### config.mk
export PLATFORM = sky130hd
export DESIGN_NAME = iterative_shifter
export DESIGN_NICKNAME = d
export VERILOG_FILES = /design/src/rtl/iterative_shifter.sv
export SDC_FILE = /design/constraint.sdc
export NUM_CORES = 1
export LEC_CHECK = 0
export BUFFER_PORTS_ARGS = -buffer_cell sky130_fd_sc_hd__buf_2
export CORE_MARGIN = 5
export CORE_UTILIZATION = 63
export CTS_CLUSTER_DIAMETER = 50
export DETAILED_ROUTE_END_ITERATION = 7
export PLACE_DENSITY = 0.93
export SYNTH_ARGS = -nofsm -noshare
export SYNTH_HDL_FRONTEND = slang
export SYNTH_SLANG_ARGS = --single-unit
### constraint.sdc
create_clock -name clk_i -period 4.23 [get_ports clk_i]
set_input_delay 0.423 -clock clk_i [delete_from_list [all_inputs] [get_ports clk_i]]
set_output_delay 0.423 -clock clk_i [all_outputs]
set_load 0.05 [all_outputs]
### src/rtl/iterative_shifter.sv
// Multi-cycle shifter: applies up to STEP bit positions per clock to an XLEN-bit operand.
// Ops: SLL, SRL, SRA, and ROR when ITERATIVE_SHIFTER_ROTATE_EN is defined (else type 11 is
// reserved: one SHIFT cycle, result 0). Handshake: start_i in idle, busy_o, one-cycle done_o.
module iterative_shifter #(
  parameter int unsigned XLEN = 32,
  parameter int unsigned STEP = 4
) (
  input  logic                    clk_i,
  input  logic                    rst_i,
  input  logic                    start_i,
  input  logic [XLEN-1:0]         a_i,
  input  logic [$clog2(XLEN)-1:0] shamt_i,
  input  logic [1:0]              type_i,
  output logic                    busy_o,
  output logic                    done_o,
  output logic [XLEN-1:0]         r_o
);

  localparam int unsigned SHAMT_W = $clog2(XLEN);

  // One extra bit so STEP == XLEN is representable in the comparison.
  localparam logic [SHAMT_W:0] StepAmt = (SHAMT_W+1)'(STEP);

  localparam logic [1:0] OpSll = 2'b00;
  localparam logic [1:0] OpSrl = 2'b01;
  localparam logic [1:0] OpSra = 2'b10;

  typedef enum logic [1:0] {StIdle, StShift, StDone} state_e;

  state_e               state_q, state_d;
  logic [XLEN-1:0]      acc_q, acc_d;
  logic [SHAMT_W-1:0]   rem_q, rem_d;
  logic [1:0]           op_q, op_d;
  logic                 sgn_q, sgn_d;
  logic [XLEN-1:0]      r_q, r_d;

  logic                 rem_gt_step;
  logic [SHAMT_W-1:0]   d;
  logic [XLEN-1:0]      step_res;
  logic                 last;

  // Per-cycle distance: STEP while more than STEP remains, else the remainder.
  always_comb begin
    rem_gt_step = ({1'b0, rem_q} > StepAmt);
    d           = rem_gt_step ? StepAmt[SHAMT_W-1:0] : rem_q;
  end

`ifdef ITERATIVE_SHIFTER_ROTATE_EN
  localparam logic [SHAMT_W:0] XlenAmt = (SHAMT_W+1)'(XLEN);
  logic [SHAMT_W:0] rot_amt;
  // Left shift by XLEN yields zero, so d == 0 rotates to the operand itself.
  always_comb rot_amt = XlenAmt - {1'b0, d};
`endif

  // One partial shift of the accumulator; SRA fills with the captured sign every step.
  always_comb begin
    step_res = acc_q;
    unique case (op_q)
      OpSll:   step_res = acc_q << d;
      OpSrl:   step_res = acc_q >> d;
      OpSra:   step_res = (acc_q >> d) | (sgn_q ? ~({XLEN{1'b1}} >> d) : '0);
      default: begin
`ifdef ITERATIVE_SHIFTER_ROTATE_EN
        step_res = (acc_q >> d) | (acc_q << rot_amt);
`else
        step_res = '0;
`endif
      end
    endcase
  end

  // Final step when the remainder fits in one cycle (reserved op always finishes at once).
  always_comb begin
`ifdef ITERATIVE_SHIFTER_ROTATE_EN
    last = !rem_gt_step;
`else
    last = !rem_gt_step || (op_q == 2'b11);
`endif
  end

  // Next-state and output decode.
  always_comb begin
    state_d = state_q;
    acc_d   = acc_q;
    rem_d   = rem_q;
    op_d    = op_q;
    sgn_d   = sgn_q;
    r_d     = r_q;
    busy_o  = 1'b0;
    done_o  = 1'b0;
    unique case (state_q)
      StIdle: begin
        if (start_i) begin
          acc_d   = a_i;
          rem_d   = shamt_i;
          op_d    = type_i;
          sgn_d   = a_i[XLEN-1];
          state_d = StShift;
        end
      end
      StShift: begin
        busy_o = 1'b1;
        acc_d  = step_res;
        rem_d  = rem_q - d;
        if (last) begin
          r_d     = step_res;
          state_d = StDone;
        end
      end
      StDone: begin
        busy_o  = 1'b1;
        done_o  = 1'b1;
        state_d = StIdle;
      end
      default: state_d = StIdle;
    endcase
  end

  // State registers with synchronous active-high reset.
  always_ff @(posedge clk_i) begin
    if (rst_i) begin
      state_q <= StIdle;
      acc_q   <= '0;
      rem_q   <= '0;
      op_q    <= '0;
      sgn_q   <= 1'b0;
      r_q     <= '0;
    end else begin
      state_q <= state_d;
      acc_q   <= acc_d;
      rem_q   <= rem_d;
      op_q    <= op_d;
      sgn_q   <= sgn_d;
      r_q     <= r_d;
    end
  end

  assign r_o = r_q;

endmodule
# Word-level counts from Yosys, hierarchy flattened
# Index checks and enable logic that the tools add are counted.
[word_totals] reg_bits=74 input_bits=42 out_inout_bits=34 wordCells=42
[op_classes] addsub=1 order_cmp=1 eq_ne=7 shifts=3 mux=12 n_bitwise=2 n_reduce_logical=10
[op_table] operator="$pmux 32 s3" n=1
[op_table] operator="$mux 32" n=2
[op_table] operator="$pmux 32 s2" n=1
[op_table] operator="$not 32->32" n=1
[op_table] operator="$or 32x32->32" n=1
[op_table] operator="$shl 32x5->32" n=1
[op_table] operator="$shr 32x5->32" n=1
[op_table] operator="$shr 32x5->32 const A" n=1
[op_table] operator="$mux 5" n=2
[op_table] operator="$pmux 5 s2" n=1
[op_table] operator="$reduce_and 2->1" n=4
[op_table] operator="$eq 2x2->1 const B" n=3
[op_table] operator="$gt 5x3->1 const B" n=1
[op_table] operator="$sub 5x5->5" n=1
[op_table] operator="$eq 2x1->1 const B" n=2
[op_table] operator="$logic_not 2->1" n=2
[op_table] operator="$mux 2" n=2
[op_table] operator="$ne 2x2->1 const B" n=2
[op_table] operator="$pmux 2 s2" n=1
[op_table] operator="$mux 1" n=2
[op_table] operator="$reduce_bool 2->1" n=1
[op_table] operator="$reduce_or 2->1" n=1
[op_table] operator="$logic_not 1->1" n=1
[op_table] operator="$logic_or 1x1->1" n=1

# Logic depth before layout (Yosys ltp)
# Gate-level depths: netlist of the first run.
[depth] ltp_word=8 ltp_mapped=12 depth_no_buf=9

# Least setup slack after synthesis of the first run
# OpenSTA, ideal clock, no wires.
[synth_path] kind="register to register" start="register rem_q[4]" end="register rem_q[4]" setup_time_ps=128 arrival_time_ps=2129 required_ps=4102 path_slack_ps=1973 path_stages_with_launch=12 path_buffers=2 period_less_slack_ps=2257 path_cell_list="dfxtp_1 or3_1 clkbuf_1 clkbuf_1 nand2_1 ha_1 nor2b_1 o22a_1 o21ai_0 a21oi_1 nor2_1 nor2_1"
[synth_between] elab_chain_cells=4
[synth_rtl] item="start: declaration" line="32" text="logic [SHAMT_W-1:0] rem_q, rem_d;"
[synth_rtl] item="start signal: assignment" line="131" text="rem_q <= rem_d;"
[synth_rtl] item="$gt 5x3->1" line="44" text="rem_gt_step = ({1'b0, rem_q} > StepAmt);"
[synth_rtl] item="$mux 5" line="45" text="d = rem_gt_step ? StepAmt[SHAMT_W-1:0] : rem_q;"
[synth_rtl] item="$sub 5x5->5 (*)" line="104" text="rem_d = rem_q - d;"
[synth_rtl] item="$pmux 5 s2 (*)" line="91" text="unique case (state_q)"
# Mark *: on every way between the ends. The rest lies on a longest branch, timed or not.
# A chain may end at the register's enable or synchronous reset.

# Worst setup path after layout of the first run
[layout_path] start="register rem_q[2]" end="register acc_q[0]"
[layout_between] elab_chain_cells=8 elab_cells_between_ends=10 cone_classes="1 x order compare; 3 x shift; 4 x mux; 2 x bitwise"
[layout_rtl] item="$gt 5x3->1" line="44"
[layout_rtl] item="$mux 5 (*)" line="45"
[layout_rtl] item="$shr 32x5->32" line="61" text="OpSra: step_res = (acc_q >> d) | (sgn_q ? ~({XLEN{1'b1}} >> d) : '0);"
[layout_rtl] item="$not 32->32" line="61"
[layout_rtl] item="$mux 32" line="61"
[layout_rtl] item="$or 32x32->32" line="61"
[layout_rtl] item="$pmux 32 s3 (*)" line="58" text="unique case (op_q)"
[layout_rtl] item="$pmux 32 s2 (*)" line="91"
[layout_rtl] item="end signal: assignment" line="123" text="acc_q <= '0;"
[layout_rtl] item="end signal: assignment" line="130" text="acc_q <= acc_d;"
[layout_rtl] item="end: declaration" line="31" text="logic [XLEN-1:0] acc_q, acc_d;"
# Marks and branches as above.

==> reports/results.ini, run 1 <==
[route]
dr.pass1.iters = 5
ant_nets = 0
routed_via_density = 7.02
routedWlPerCell_um = 21.8
drt_wl_total_um = 18700
drc_errors = 0
vias = 6027
drt_iter0_drc = 632

[worst_hold_path]
whs_endpoint = rem_q[2]
hold_class = in2reg
hold_depth = 3
worstHoldStart = shamt_i[2]

[power_and_ir_drop]
p_leak_nw = 2.37
ir_drop_mv = 0.500
total_power_mw = 3.25
p_per_area_mw_per_mm2 = 536

[synth]
syn_avg_cell_area_sq_um = 7.65
postSynthCellCount = 721
async_flop_share_pct = 0
synthMuxAreaShare_pct = 14.4
synth_most_common_cell = nand2_1
ys.flop_type = dfxtp_1
synth-seq-area-share_pct = 26.9
yosys.area_share.simple_pct = 18.1
ys_ff_latch = 74
synth_edf_count = 0
yosys_warnings = 0
synth_fa_ha_area_share_pct = 0.907
synth-xor-area-share_pct = 0.318
ys_top_cells_by_area = dfxtp_1 (27%), a21oi_1 (7.1%), nand2_1 (7.0%)
synth_cell_type_count = 68
synth_area_sq_mm = 0.00552
synth_top_family_by_area = compound AO/OA/AOI/OAI gates
netlist.area_leader.share_pct = 26.9
synth-compound-area-share_pct = 32.0
ys_top_cells_by_count = nand2_1 (103), a21oi_1 (78), dfxtp_1 (74)
synth_nets = 767
synth.largest_area_cell = dfxtp_1

[sta]
rsz0062_at_grt = no
worst_pin_slew_ns = 0.952
layout_min_cycle_time_ns = 2.81
finalSetupTns_ns = 0
timing.fmax_ghz = 0.355
fin_skew_ns = 0.00690
hold_violations = 0
drv_slew = 0
max_slew_margin_pct = 36.3
post-route-period-util_pct = 66.5
setup_violations = 0

[floorplan]
die_area_sq_mm = 0.0107
ioPinCount = 76
placementRows = 34
die_w_um = 104
coreArea_sq_mm = 0.00864
start_util_pct = 63.9
die_h_um = 104

[clock_tree]
cts-root-buf = clkbuf_8
clk_pin_slew_ns = 0.08
cts.sinks = 74
cts_tree = yes
post-cts-setup-buffers = 0
htreeDepth = 3
cts_buffers = 9
cts_hold_buf = 0
cts_buffer_depth = 2
cts_resized = 0
insertion_delay_ns = 0.37

[worst_setup_path]
r2r_start = rem_q[2]
worstRegToRegCells = 7
r2r_end = acc_q[0]
worstPathMaxFanout = 13
start_kind = flip-flop
crit_required_ns = 4.55
cp-end-kind = flip-flop
worstSetupPathType = reg2reg
arrival_ns = 3.13
r2r_slack_ns = 1.42

[run]
cap_violations = 0

[finish]
n_fill_cell = 721
seq_area_sq_mm = 0.00148
multiInputGateArea_sq_mm = 0.00365
drive_gt1_share_pct = 20.0
area_delta_synth_final_pct = 10.0
post-route-util_pct = 70.3
antennaDiodeCount = 0
fin_nets = 791

[placed_design]
port_buffers = 75
hpwl_um = 12700
gp_congestion = 0.987

[global_route]
grt_pass1_wl_um = 30200
grt_use_total_pct = 33.8
antenna_found_initial = 0
grt_remaining_overflow = 0
grt_pass1_vias = 5791
grt_max_degree = 56

[run_status]
outcome = finished, final reports clean

## routing by layer
layer / part of all wire [%] / vias to the layer above / global-route usage, %
met5: 0 / - / 0
met4: 3.3 / 0 / 14.0
met3: 11 / 67 / 6.03
met2: 46 / 407 / 52.5
met1: 39 / 2823 / 46.3
li1: - / 2730 / -
## critical path, stage by stage, from the launching register on
cell and delay [ns]:
dfxtp_1 0.44, or3_1 0.62, buf_4 0.27, nor2_1 0.51
buf_4 0.30, a21oi_1 0.10, a2111oi_0 0.40, a21o_1 0.12
## state kept, by name, indices dropped and copies added, names as in the netlist
| register | flops |
|---|---|
| acc_q | 32 |
| sgn_q | 1 |
| op_q | 2 |
| r_o | 32 |
| state_q | 2 |
| rem_q | 5 |
## layout make-up
type,instances,area share (%)
clock buffer,12,2.72
clock inverter,4,1.20
inverter,11,0.680
multi-input combinational,555,60.2
sequential,74,24.4
tap,108,2.23
timing repair buffer,94,8.54
## how the worst max path moves through the flow
stage	endpoint	cells after the start	slack, ns	start
2_1_floorplan	rem_q[4]	11	1.97	rem_q[4]
3_3_place_gp	acc_q[0]	7	1.58	rem_q[2]
3_5_place_dp	acc_q[0]	7	1.50	rem_q[2]
4_1_cts	acc_q[0]	7	1.48	rem_q[2]
5_1_grt	acc_q[0]	7	1.24	rem_q[2]
6_report	acc_q[0]	7	1.42	rem_q[2]
## power by group
part / internal (mW) / switching [mW] / leakage, nW / total [mW]
Combinational: 0.544 / 1.02 / 1.64 / 1.57
Sequential: 0.808 / 0.208 / 0.605 / 1.02
Clock: 0.380 / 0.289 / 0.119 / 0.669
## metrics by stage
stage / instances / cell area, sq um / hold WS, ns / worst slack, ns
global placement: 842 / 5830 / 0.430 / 1.58
global route: 858 / 6070 / 0.343 / 1.24
CTS: 858 / 6070 / 0.325 / 1.48
finish: 858 / 6070 / 0.326 / 1.42
floorplan: 721 / 5520 / 0.474 / 1.97
detailed placement: 842 / 5830 / 0.439 / 1.50
## layout by cell type, fill, tap and decap left out, types with 3 or more instances in the layout
cell type  instances
nand2_1          103
a21oi_1           77
buf_2             75
dfxtp_1           73
nor2_1            60
o21ai_0           47
mux2i_1           38
a211oi_1          33
buf_4             19
mux4_2            17
a221oi_1          16
o22ai_1           15
and3_1            14
clkbuf_8          12
inv_1             10
a22oi_1           10
nor2b_1            9
nand3_1            9
o31ai_1            5
nor3_1             5
a31oi_1            5
a21o_1             5
nand4_1            4
o211a_1            4
o32ai_1            4
o221ai_1           4
a22o_1             4
a311oi_1           4
ha_1               4
or3_1              3
o21ai_1            3
a31o_2             3
a21boi_0           3
mux2_2             3
o31a_1             3
## logic make-up after synthesis
family,count (synthesis)
buffers and inverters,92
other,1
muxes,58
DFF,74
AOI/OAI and AO/OA,267
and+or+nand+nor,223
xor gates and xnor gates,2
adders and majority gates,4
No activity file was read; power rests on OpenSTA's default activity.
==> run 2, diff against run 1 <==
--- a/config.mk
+++ b/config.mk
@@ -7,10 +7,10 @@
 export LEC_CHECK = 0
 export BUFFER_PORTS_ARGS = -buffer_cell sky130_fd_sc_hd__buf_2
 export CORE_MARGIN = 5
-export CORE_UTILIZATION = 63
+export CORE_UTILIZATION = 59
 export CTS_CLUSTER_DIAMETER = 50
 export DETAILED_ROUTE_END_ITERATION = 7
-export PLACE_DENSITY = 0.93
+export PLACE_DENSITY = 0.89
 export SYNTH_ARGS = -nofsm -noshare
 export SYNTH_HDL_FRONTEND = slang
 export SYNTH_SLANG_ARGS = --single-unit
==> constraint.sdc (replaced) <==
create_clock -name clk_i -period 2.8 [get_ports clk_i]
set_input_delay 0.28 -clock clk_i [delete_from_list [all_inputs] [get_ports clk_i]]
set_output_delay 0.28 -clock clk_i [all_outputs]
set_load 0.05 [all_outputs]
==> reports/results.ini, run 2 (synthesis gave the netlist of run 1 again) <==
[run_status]
outcome = finished, final reports clean  ; unchanged

[floorplan]
die_area_sq_mm = 0.0114  ; was 0.0107 sq mm
ioPinCount = 76  ; unchanged
coreArea_sq_mm = 0.00920  ; was 0.00864 sq mm
start_util_pct = 60.0  ; was 63.9%
die_w_um = 107  ; was 104 um
die_h_um = 107  ; was 104 um
placementRows = 35  ; was 34

[finish]
stdcell_count = 878  ; was 858
fin_nets = 808  ; was 791
antennaDiodeCount = 0  ; unchanged
layout_common_cells = nand2_1 (103), a21oi_1 (77), buf_2 (75), dfxtp_1 (73), nor2_1 (60)  ; unchanged
drive_gt1_share_pct = 21.8  ; was 20.0%
layout_commonest_cell = nand2_1  ; unchanged
area_delta_synth_final_pct = 13.5  ; was 10.0%
post-route-util_pct = 68.1  ; was 70.3%

[worst_setup_path]
arrival_ns = 2.91  ; was 3.13 ns
crit_family = simple AND/OR/NAND/NOR gates  ; unchanged
crit_required_ns = 3.12  ; was 4.55 ns
slowest_stage = or4b_4  ; was or3_1
crit_chain = or4b_4 -> buf_4 -> mux2i_1 -> or3_1 -> a221oi_1 -> a22o_1  ; was or3_1 -> buf_4 -> nor2_1 -> buf_4 -> a21oi_1 -> a2111oi_0 -> a21o_1
start_kind = flip-flop  ; unchanged
slowest_delay_ns = 0.71  ; was 0.62 ns
worstSetupPathType = reg2reg  ; unchanged
worstPathMaxFanout = 16  ; was 13
cp_num_buf_inv = 1  ; was 2
cp-end-kind = flip-flop  ; unchanged

[global_route]
grt_use_total_pct = 34.9  ; was 33.8%
grt_pass1_wl_um = 31900  ; was 30200 um
grt_remaining_overflow = 0  ; unchanged
antenna_found_initial = 0  ; unchanged
grt_pass1_vias = 6127  ; was 5791
grt_max_degree = 63  ; was 56

[route]
dr.pass1.iters = 6  ; was 5
drt_iter0_drc = 674  ; was 632
met1Wirelength_um = 7640  ; was 7360 um
routed_via_density = 7.02  ; about the same
top_layer_used = met4  ; unchanged
drt_wl_total_um = 19600  ; was 18700 um
vias = 6163  ; was 6027
routedWlPerCell_um = 22.3  ; was 21.8 um
drc_errors = 0  ; unchanged
met3WireLength_um = 2120  ; was 2040 um
ant_nets = 0  ; unchanged
wl_met2_um = 8950  ; was 8660 um

[power_and_ir_drop]
p_sw_mw = 2.35  ; was 1.52 mW
power_frac_seq_pct = 29.3  ; was 31.3%
ir_drop_mv = 0.688  ; was 0.500 mV
pwr-share-clk_pct = 23.2  ; was 20.6%
p_per_area_mw_per_mm2 = 833  ; was 536 mW/mm^2
swShare_pct = 45.0  ; was 46.7%
p_int_mw = 2.87  ; was 1.73 mW
p_leak_nw = 2.48  ; was 2.37 nW
p_comb_share_pct = 47.5  ; was 48.2%

[sta]
rsz0062_at_grt = no  ; unchanged
hold_violations = 0  ; unchanged
fin_skew_ns = 0.0129  ; was 0.00690 ns
drv_slew = 0  ; unchanged
max_slew_margin_pct = 28.2  ; was 36.3%
post-route-period-util_pct = 92.7  ; was 66.5%
timing.fmax_ghz = 0.385  ; was 0.355 GHz
setup_violations = 0  ; unchanged
worst_pin_slew_ns = 1.08  ; was 0.952 ns
layout_min_cycle_time_ns = 2.60  ; was 2.81 ns
finalSetupTns_ns = 0  ; unchanged

[clock_tree]
cts-root-buf = clkbuf_8  ; unchanged
cts_hold_buf = 0  ; unchanged
clk_pin_slew_ns = 0.08  ; about the same
insertion_delay_ns = 0.38  ; was 0.37 ns
htreeDepth = 3  ; unchanged
cts_tree = yes  ; unchanged
cts_buffer_depth = 2  ; unchanged
post-cts-setup-buffers = 0  ; unchanged
cts_resized = 0  ; unchanged
cts.sinks = 74  ; unchanged
cts_buffers = 9  ; unchanged

[run]
cap_violations = 0  ; unchanged

[worst_hold_path]
hold_class = in2reg  ; unchanged

[placed_design]
dpl.cell_count = 862  ; was 842
hpwl_um = 13300  ; was 12700 um
port_buffers = 75  ; unchanged
gp_congestion = 0.925  ; was 0.987

-- run 2: cell types whose count changed in the layout (fill, tap and decap cells not counted) --
cell and delta:
bufinv_16 +2, buf_4 +16, buf_12 +1, clkinvlp_4 -1, clkinv_2 -1
-- run 2: metal layers --
metal,GRT usage (%),up-vias
li1,-,2758
met3,7.34,87
met5,0,-
met1,44.3,2901
met4,17.0,0
met2,56.3,417
-- run 2: cell type report --
type | count | area (sq um)
multi-input combinational | 555 | 3650
tap | 111 | 139
sequential | 74 | 1480
timing repair buffer | 111 | 658
clock inverter | 4 | 120
fill | 792 | 2940
clock buffer | 12 | 165
inverter | 11 | 41.3
-- run 2: metrics by stage --
step                      worst slack, ns  instance area (sq um)  total power, mW  hold slack [ns]
after floorplan                     0.543                   5520             3.21            0.428
after global routing                0.143                   6260             5.46            0.204
after CTS                           0.276                   6260             5.15            0.170
final                               0.204                   6260             5.22            0.170
after global placement              0.395                   5970             3.88            0.430
after detailed placement            0.289                   5970             3.94            0.439
-- run 2: final timing paths --
check             startpoint      end  slack, ns  cells after the start
setup / recovery    rem_q[2]   r_o[1]       0.20                      6
hold reg to reg      r_o[11]  r_o[11]       0.45                      2
hold / removal     type_i[0]  op_q[0]       0.17                      3
setup reg to reg    rem_q[2]   r_o[1]       0.20                      6
-- run 2: tightest hold or removal path, cell delays in order --
cell	delay (ns)
buf_2	0.09
nand3_1	0.06
a21oi_1	0.06
-- run 2: power groups by stage --
stage / combinational (mW) / clock [mW] / sequential (mW)
2_1_floorplan: 1.66 / 0 / 1.55
3_3_place_gp: 2.35 / 0 / 1.53
3_5_place_dp: 2.40 / 0 / 1.54
4_1_cts: 2.42 / 1.21 / 1.52
5_1_grt: 2.66 / 1.25 / 1.55
6_report: 2.48 / 1.21 / 1.53
==> run 3, diff against run 2 <==
==> constraint.sdc (replaced) <==
create_clock -name clk_i -period 2.9 [get_ports clk_i]
set_input_delay 0.29 -clock clk_i [delete_from_list [all_inputs] [get_ports clk_i]]
set_output_delay 0.29 -clock clk_i [all_outputs]
set_load 0.05 [all_outputs]
==> reports/results.ini, run 3 (synthesis gave the netlist of run 1 again) <==
[run_status]
outcome = finished, final reports clean  ; unchanged

[clock_tree]
insertion_delay_ns = 0.37  ; was 0.38 ns
cts_hold_buf = 0  ; unchanged
cts_buffers = 9  ; unchanged
cts-root-buf = clkbuf_8  ; unchanged
cts_resized = 0  ; unchanged
post-cts-setup-buffers = 0  ; unchanged
clk_pin_slew_ns = 0.09  ; was 0.08 ns
cts.sinks = 74  ; unchanged
htreeDepth = 3  ; unchanged
cts_buffer_depth = 2  ; unchanged
cts_tree = yes  ; unchanged

[global_route]
antenna_found_initial = 0  ; unchanged
busiest_layer = met2  ; unchanged
grt_use_total_pct = 33.8  ; was 34.9%
grt_pass1_wl_um = 31100  ; was 31900 um
grt_remaining_overflow = 0  ; unchanged
grt_pass1_vias = 5976  ; was 6127
met1_usage_pct = 44.5  ; was 44.3%
grt_max_degree = 63  ; unchanged
met2_usage_pct = 54.6  ; was 56.3%
grt_util_met3_pct = 7.04  ; was 7.34%

[sta]
post-route-period-util_pct = 88.8  ; was 92.7%
fin_ws_ns = 0.324  ; was 0.204 ns
timing.fmax_ghz = 0.388  ; was 0.385 GHz
hold_violations = 0  ; unchanged
setup_violations = 0  ; unchanged
max_slew_margin_pct = 34.8  ; was 28.2%
worst_pin_slew_ns = 0.978  ; was 1.08 ns
layout_min_cycle_time_ns = 2.58  ; was 2.60 ns
finalSetupTns_ns = 0  ; unchanged
drv_slew = 0  ; unchanged
timing.hold.ws_ns = 0.177  ; was 0.170 ns
fin_skew_ns = 0.0106  ; was 0.0129 ns
rsz0062_at_grt = no  ; unchanged

[placed_design]
dpl.cell_count = 858  ; was 862
port_buffers = 75  ; unchanged
dp_worst_setup_slack_ns = 0.444  ; was 0.289 ns
gp_congestion = 0.942  ; was 0.925
place_area_sq_mm = 0.00594  ; was 0.00597 sq mm
hpwl_um = 13200  ; was 13300 um

[worst_hold_path]
worstHoldStart = type_i[0]  ; unchanged
hold_class = in2reg  ; unchanged

[route]
ant_nets = 0  ; unchanged
routed_via_density = 7.03  ; was 7.02
dr.pass1.iters = 5  ; was 6
routedWlPerCell_um = 22.1  ; was 22.3 um
drt_iter0_drc = 765  ; was 674
drc_errors = 0  ; unchanged
drt_wl_total_um = 19300  ; was 19600 um
vias = 6142  ; was 6163

[worst_setup_path]
start_kind = flip-flop  ; unchanged
worstPathMaxFanout = 21  ; was 16
crit_chain = inv_1 -> ha_1 -> o21ai_2 -> o21ai_0 -> a221oi_1  ; was or4b_4 -> buf_4 -> mux2i_1 -> or3_1 -> a221oi_1 -> a22o_1
slowest_delay_ns = 0.83  ; was 0.71 ns
arrival_ns = 2.85  ; was 2.91 ns
worstSetupPathType = reg2reg  ; unchanged
cp-end-kind = flip-flop  ; unchanged
cp-startpoint = state_q[0]  ; was rem_q[2]
crit_required_ns = 3.18  ; was 3.12 ns
r2r_start = state_q[0]  ; was rem_q[2]
slowest_stage = o21ai_2  ; was or4b_4
cp_num_buf_inv = 1  ; unchanged
crit_family = compound AO/OA/AOI/OAI gates  ; was simple AND/OR/NAND/NOR gates

[finish]
fin_nets = 804  ; was 808
stdcell_count = 874  ; was 878
post-route-util_pct = 67.0  ; was 68.1%
layout_commonest_cell = nand2_1  ; unchanged
design_area_sq_mm = 0.00616  ; was 0.00626 sq mm
area_delta_synth_final_pct = 11.7  ; was 13.5%
multiInputGateArea_sq_mm = 0.00365  ; unchanged
seq_area_sq_mm = 0.00148  ; unchanged
n_fill_cell = 793  ; was 792
drive_gt1_share_pct = 21.2  ; was 21.8%
layout_common_cells = nand2_1 (103), a21oi_1 (77), buf_2 (75), dfxtp_1 (73), nor2_1 (60)  ; unchanged
antennaDiodeCount = 0  ; unchanged

[floorplan]
coreArea_sq_mm = 0.00920  ; unchanged
placementRows = 35  ; unchanged
start_util_pct = 60.0  ; unchanged
die_area_sq_mm = 0.0114  ; unchanged
die_h_um = 107  ; unchanged
ioPinCount = 76  ; unchanged
die_w_um = 107  ; unchanged

[power_and_ir_drop]
ir_drop_mv = 0.511  ; was 0.688 mV
total_power_mw = 4.78  ; was 5.22 mW
p_leak_nw = 2.43  ; was 2.48 nW
p_per_area_mw_per_mm2 = 776  ; was 833 mW/mm^2

[run]
cap_violations = 0  ; unchanged

==> run 3: cell count changes in the layout (fill, tap and decap cells not counted) <==
cell / before / now
clkinv_2: 0 / 2
bufinv_16: 4 / 2
clkinvlp_4: 0 / 1
buf_4: 35 / 31
clkbuf_8: 12 / 10
clkbuf_1: 0 / 1
==> run 3: layout make-up <==
class | instances | share of cell area (%)
repair buffers | 107 | 10.2
clock inverters | 5 | 1.26
inverters | 11 | 0.670
clock buffers | 11 | 2.29
multi-input cells | 555 | 59.3
well taps | 111 | 2.25
flip-flops and latches | 74 | 24.1
==> run 3: path summary, 6_finish.rpt <==
kind / endpoint / slack (ns) / depth (start not counted)
hold reg to reg: r_o[7] / 0.45 / 2
setup / recovery: acc_q[15] / 0.32 / 5
setup reg to reg: acc_q[15] / 0.32 / 5
hold / removal: op_q[0] / 0.18 / 3
==> run 3: worst min-delay path: stages <==
cell and delay, ns:
buf_2 0.09, nand3_1 0.05, a21oi_1 0.05
==> run 3: metal layers <==
layer	part of all wire (%)	vias to the layer above	routed length, um
met4	2.8	0	541
met3	9.5	53	1840
met2	46	381	8950
met1	41	2948	8000
li1	-	2760	-
met5	0	-	0
==> run 3: where the power goes <==
group | switching (mW) | internal [mW]
clock network | 0.425 | 0.506
logic | 1.51 | 0.847
registers | 0.316 | 1.18
